File: config.mk
export PLATFORM = sky130hd
export DESIGN_NAME = sample_proj_seq_ctrl
export DESIGN_NICKNAME = d
export VERILOG_FILES = /design/src/rtl/sample_proj_pkg.sv /design/src/rtl/sample_proj_seq_ctrl_monitor.sv /design/src/rtl/sample_proj_seq_ctrl.sv
export SDC_FILE = /design/constraint.sdc
export NUM_CORES = 1
export LEC_CHECK = 0
export ABC_CLOCK_PERIOD_IN_PS = 4300
export BUFFER_PORTS_ARGS = -buffer_cell sky130_fd_sc_hd__clkbuf_2
export CORE_MARGIN = 2
export CORE_UTILIZATION = 45
export CTS_CLUSTER_SIZE = 12
export DETAILED_ROUTE_END_ITERATION = 7
export GPL_TIMING_DRIVEN = 0
export PLACE_DENSITY = 0.77
export SLEW_MARGIN = 20
export SYNTH_ARGS = -nofsm -noshare
export SYNTH_HDL_FRONTEND = slang
export SYNTH_HIERARCHICAL = 1
export SYNTH_SLANG_ARGS = --single-unit
File: constraint.sdc
create_clock -name clk -period 4.3 [get_ports clk]
set_input_delay 0 -clock clk [delete_from_list [all_inputs] [get_ports clk]]
set_output_delay 0 -clock clk [all_outputs]
set_load 0.02 [all_outputs]
File: src/rtl/sample_proj_pkg.sv
// Shared types and constants for the sample_proj control stage.
// Imported by the monitor and the sequencing FSM.
package sample_proj_pkg;

   localparam int NUM_PINS = 34;
   localparam int PRESC_W  = 14;

   typedef enum logic [1:0] {
      IDLE = 2'd0,
      RUN  = 2'd1,
      STOP = 2'd2
   } state_t;

   typedef enum logic [1:0] {
      FLT_NONE   = 2'd0,
      FLT_CFG    = 2'd1,
      FLT_WDOG   = 2'd2,
      FLT_ONEHOT = 2'd3
   } fault_t;

   // True when more than one bit of v is set.
   function automatic logic is_multi_hot(input logic [NUM_PINS-1:0] v);
      return (v & (v - NUM_PINS'(1))) != '0;
   endfunction

endpackage

File: src/rtl/sample_proj_seq_ctrl_monitor.sv
// Watches sample_proj's done and out lines: lap edges, stalls
// and one-hot violations, qualified by the RUN state.
module sample_proj_monitor
   import sample_proj_pkg::*;
#(
   parameter int WD_W = 29
) (
   input  logic                clk,
   input  logic                rst,
   input  logic                active,
   input  logic                done_in,
   input  logic [NUM_PINS-1:0] out_in,
   input  logic [WD_W-1:0]     wd_limit,
   output logic                lap_pulse,
   output logic                wdog_expired,
   output logic                onehot_err
);

   logic                done_q;
   logic [NUM_PINS-1:0] out_q;
   logic [WD_W-1:0]     wd_cnt;
   logic [WD_W-1:0]     wd_nxt;
   logic                changed;

   always_comb begin
      changed = (out_in != out_q);
      if (changed)
         wd_nxt = '0;
      else if (&wd_cnt)
         wd_nxt = wd_cnt;
      else
         wd_nxt = wd_cnt + WD_W'(1);
   end

   always_ff @(posedge clk) begin
      if (rst) begin
         done_q <= 1'b0;
         out_q  <= '0;
         wd_cnt <= '0;
      end else begin
         done_q <= done_in;
         out_q  <= out_in;
         wd_cnt <= active ? wd_nxt : '0;
      end
   end

   // Expiry looks at the next count so the fault lands on the
   // same edge the counter would reach the limit.
   assign lap_pulse    = active & done_in & ~done_q;
   assign wdog_expired = active && (wd_nxt >= wd_limit);
   assign onehot_err   = active && is_multi_hot(out_in);

endmodule

File: src/rtl/sample_proj_seq_ctrl.sv
// Control stage for sample_proj: runs the one-hot sweep for a
// programmed number of laps, then stops and reports status.
module sample_proj_seq_ctrl
   import sample_proj_pkg::*;
#(
   parameter int CYCLES_PER_MS = 10000,
   parameter int STOP_HOLD     = 5,
   parameter int LAP_W         = 8,
   parameter int WD_W          = 29
) (
   input  logic                clk,
   input  logic                rst,
   input  logic                start,
   input  logic                abort,
   input  logic [PRESC_W-1:0]  period_ms,
   input  logic [LAP_W-1:0]    lap_target,
   input  logic                done_in,
   input  logic [NUM_PINS-1:0] out_in,
   output logic                enable,
   output logic                stop,
   output logic [PRESC_W-1:0]  prescaler,
   output logic                busy,
   output logic                finished,
   output logic [LAP_W-1:0]    laps_done,
   output logic [1:0]          fault
);

   localparam int HOLD_W = $clog2(STOP_HOLD + 1);

   state_t            state;
   fault_t            fault_q;
   logic [WD_W-1:0]   wd_limit;
   logic [LAP_W-1:0]  lap_tgt_q;
   logic [LAP_W-1:0]  laps_nxt;
   logic [HOLD_W-1:0] hold_cnt;
   logic              lap_pulse;
   logic              wdog_expired;
   logic              onehot_err;
   logic              last_lap;
   logic              cfg_bad;
   logic              run_end;

   sample_proj_monitor #(
      .WD_W (WD_W)
   ) u_mon (
      .clk          (clk),
      .rst          (rst),
      .active       (state == RUN),
      .done_in      (done_in),
      .out_in       (out_in),
      .wd_limit     (wd_limit),
      .lap_pulse    (lap_pulse),
      .wdog_expired (wdog_expired),
      .onehot_err   (onehot_err)
   );

   assign laps_nxt = laps_done + LAP_W'(1);
   assign last_lap = lap_pulse && (laps_nxt == lap_tgt_q);
   assign cfg_bad  = (period_ms == '0) || (lap_target == '0);
   assign run_end  = onehot_err | wdog_expired | abort | last_lap;
   assign fault    = fault_q;

   always_ff @(posedge clk) begin
      if (rst) begin
         state     <= IDLE;
         enable    <= 1'b0;
         stop      <= 1'b0;
         prescaler <= '0;
         busy      <= 1'b0;
         finished  <= 1'b0;
         laps_done <= '0;
         fault_q   <= FLT_NONE;
         wd_limit  <= '0;
         lap_tgt_q <= '0;
         hold_cnt  <= '0;
      end else begin
         finished <= 1'b0;
         unique case (state)
            IDLE: begin
               if (start && cfg_bad) begin
                  fault_q <= FLT_CFG;
               end else if (start) begin
                  prescaler <= period_ms;
                  wd_limit  <= WD_W'(2 * CYCLES_PER_MS)
                             * WD_W'(period_ms);
                  lap_tgt_q <= lap_target;
                  laps_done <= '0;
                  fault_q   <= FLT_NONE;
                  enable    <= 1'b1;
                  busy      <= 1'b1;
                  state     <= RUN;
               end
            end
            RUN: begin
               if (lap_pulse)
                  laps_done <= laps_nxt;
               if (onehot_err)
                  fault_q <= FLT_ONEHOT;
               else if (wdog_expired)
                  fault_q <= FLT_WDOG;
               if (run_end) begin
                  stop     <= 1'b1;
                  hold_cnt <= '0;
                  state    <= STOP;
               end
            end
            STOP: begin
               if (hold_cnt == HOLD_W'(STOP_HOLD - 1)) begin
                  stop     <= 1'b0;
                  enable   <= 1'b0;
                  busy     <= 1'b0;
                  finished <= 1'b1;
                  state    <= IDLE;
               end else begin
                  hold_cnt <= hold_cnt + HOLD_W'(1);
               end
            end
            default: state <= IDLE;
         endcase
      end
   end

endmodule
==> results.cfg <==
[synthesis]
yosysTopAreaCellShare_pct = 28.2
synth_edf_count = 0
yosys.area.top_type = dfxtp_1
ys_seq_area_share_pct = 28.2
ys_types = 70
synth.area.top_cells = dfxtp_1, ha_1, fa_1, inv_1, nand2_1
synth_most_common_cell = dfxtp_1
netlist_top_cells_count = dfxtp_1, inv_1, nand2_1, ha_1, nor2_1
synth.ff_latch_count = 124
synth_flop_cell = dfxtp_1
synth_cells = 1054
yosys_warnings = 6
synth_area_um2 = 8810
async_reset_ff_share_pct = 0
syn_area_per_cell_um2 = 8.36

[floorplanning]
die_h_um = 144
die-width_um = 144
coreArea_um2 = 19300
placementRows = 51
die_area_um2 = 20700
start_util_pct = 45.6
io_pins = 89

[global_routing]
grt_pass1_wl_mm = 37.7
grt_pass1_vias = 8067
grtUsageTotal_pct = 22.9
grt_max_degree = 17
antenna_found_initial = 0
grt_remaining_overflow = 0

[final_layout]
nNetsFinal = 1434
drive_gt1_share_pct = 16.4
syn2layout_area_growth_pct = 26.8
instances_no_fill = 1518
fill_cells = 1625
diodes = 0
final_util_pct = 57.8
fin_area_um2 = 11200

[cts]
cts_tree = yes
cts_root_buf = clkbuf_16
clock_path_buffers = 2
clock-sinks = 124
cts_buffers = 17
clock_latency_ns = 0.44
h-tree-depth = 4
cts.reportedPaths.clkPinSlew_ns = 0.06

[detailed_routing]
drtIter0Drc = 529
wl_per_cell_um = 15.6
remaining_drc_errors = 0
wirelength_mm = 23.6
vias = 8177
first_pass_iters = 5
routed_via_density = 5.39
ant_nets = 0

[worst_hold_path]
hp-class = primary input to flop
whs_path_depth = 2

[power]
vdd_ir_drop_max_uv = 325
leakage_uw = 0.00491
p_int_uw = 2880
pwr-share-comb_pct = 40.7
switching_share_pct = 38.3
seqPwrFrac_pct = 28.0
p_per_area_nw_per_um2 = 418
power_switching_uw = 1790
pwr-share-clk_pct = 31.4

[outcome]
status = finished, final reports clean

[sta]
worstMarginPinSlew_ns = 0.708
layout_min_cycle_time_ns = 4.16
finalHoldViolCount = 0
finalCritPeriodShare_pct = 96.8
clock_skew_ns = 0.0128
timing.hold.ws_ns = 0.0187
final_max_slew_viol_count = 0
rsz0062_at_grt = true
relSlewSlack_pct = 52.8
setup_viol = 0
max_freq_mhz = 240

[critical_path]
path_cells = and4_1 -> buf_4 -> nand4_1 -> nor4_4 -> nand2_1 -> buf_4 -> nor3_2 -> a311oi_4 -> ha_1 -> nand4_1 -> buf_4 -> a2111o_1 -> a31oi_2 -> o21ai_1 -> a21boi_2 -> nor3_2 -> o41a_1 -> o21ai_2 -> a311oi_2
startpoint_type = flop
worst_path_max_delay_cell = a2111o_1
crit_top_cell = buf_4
worst_setup_path_end_kind = flop
reg2regPathDepth = 19
arrival_ns = 4.45
critPathMaxStageDelay_ns = 0.39
worstSetupPathType = flop to flop
critPathMaxFanout = 6
cp.required_ns = 4.59

[job]
cap_violations = 0

[place]
dp_cells = 1411
dp_hpwl_mm = 16.3
portBuffers = 88
place_congestion = 0.872
placed_area_um2 = 9600
## worst paths after layout
check / start / to / slack [ns]
max: u_mon/wd_cnt[3] / hold_cnt[2] / 0.14
min: rst / u_mon/out_q[29] / 0.02
max reg2reg: u_mon/wd_cnt[3] / hold_cnt[2] / 0.14
min reg2reg: wd_limit[18] / wd_limit[18] / 0.45
## cell usage in the layout, fill, tap and decap left out, types with 5 or more instances in the layout
cell | synthesis | routed
buf_4 | 5 | 19
xor2_1 | 40 | 36
nand4_1 | 29 | 29
nand3_1 | 26 | 26
fa_1 | 29 | 29
nor4_2 | 2 | 6
clkbuf_1 | 20 | 17
or3_1 | 10 | 10
a211o_1 | 5 | 5
nor3_1 | 16 | 13
nor2_1 | 87 | 80
dlygate4sd3_1 | 0 | 61
inv_1 | 115 | 115
and4_1 | 6 | 6
a21oi_1 | 73 | 68
dfxtp_1 | 124 | 120
o21a_1 | 5 | 5
buf_2 | 10 | 9
nand2_1 | 110 | 110
o21ai_0 | 24 | 21
a21oi_2 | 2 | 6
ha_1 | 104 | 102
a21o_1 | 19 | 19
nor2b_1 | 41 | 40
clkbuf_16 | 0 | 17
xnor2_1 | 40 | 40
clkbuf_2 | 0 | 88
nor2_2 | 0 | 5
and3_1 | 7 | 6
conb_1 | 1 | 5
inv_6 | 0 | 7
and2_1 | 9 | 9
## logic make-up (layout without fill, tap and decap cells)
group	Yosys count	count (layout)	synth area share [%]
and+or+nand+nor	379	379	21.9
AOI/OAI and AO/OA	179	179	13.1
buffers and inverters	152	347	6.83
adders and majority gates	136	136	21.7
DFF	124	124	28.2
xor gates and xnor gates	80	80	7.95
muxes	3	3	0.341
other	1	5	0.0426
## per-stage QoR
| stage | setup TNS [ns] | worst slack [ns] | power (µW) |
|---|---|---|---|
| finish | 0 | 0.137 | 4670 |
| CTS | 0 | 0.000807 | 4540 |
| global placement | -2.66 | -0.421 | 2960 |
| global route | -0.262 | -0.114 | 4960 |
| floorplan | 0 | 0.223 | 2590 |
| detailed placement | -3.17 | -0.462 | 3010 |
## repair_timing
item | 4_1_cts | 5_1_grt
endpoints found under the setup margin | 7 | 10
gates resized for setup | 18 | 50
setup buffers | 4 | 10
pin swaps | 3 | 15
hold endpoints to repair | 58 | 0
hold buffers | 61 | 0
## layout make-up
class	count	area, µm²	area share [%]
Multi-Input combinational cell	782	5970	53.4
Clock buffer	17	425	3.81
Buffer	35	190	1.70
Sequential cell	124	2490	22.3
Tap cell	265	332	2.97
Timing Repair Buffer	163	1160	10.4
Inverter	117	439	3.93
Clock inverter	15	169	1.51
## routing by layer
layer / share of wire [%] / wire length, µm / GRT usage (%) / vias up
li1: - / - / - / 3947
met1: 42 / 9990 / 27.1 / 3923
met2: 51 / 12000 / 40.6 / 244
met3: 4.2 / 999 / 4.10 / 63
met4: 2.7 / 646 / 9.55 / 0
met5: 0 / 0 / 0 / -
## sequential cells by signal (all words and copies together), names as in the netlist
register	flops
u_mon/wd_cnt	29
laps_done	8
stop	1
u_mon/done_q	1
hold_cnt	3
prescaler	14
finished	1
u_mon/out_q	34
busy	1
lap_tgt_q	8
wd_limit	20
fault	2
state	2
## power groups by stage
stage | clock, µW | sequential [µW] | combinational, µW
floorplan | 0 | 1320 | 1270
global placement | 0 | 1330 | 1630
detailed placement | 0 | 1330 | 1680
CTS | 1470 | 1300 | 1770
global route | 1520 | 1310 | 2120
finish | 1470 | 1300 | 1900
## critical path, delay by kind of cell, from the launching register on
family / cells / cell delay (ns)
compound gates: 8 / 1.58
fa+ha+maj: 1 / 0.33
buf+inv: 3 / 0.47
flops: 1 / 0.37
simple gates: 7 / 1.25
No activity file was read; power rests on OpenSTA's default activity.
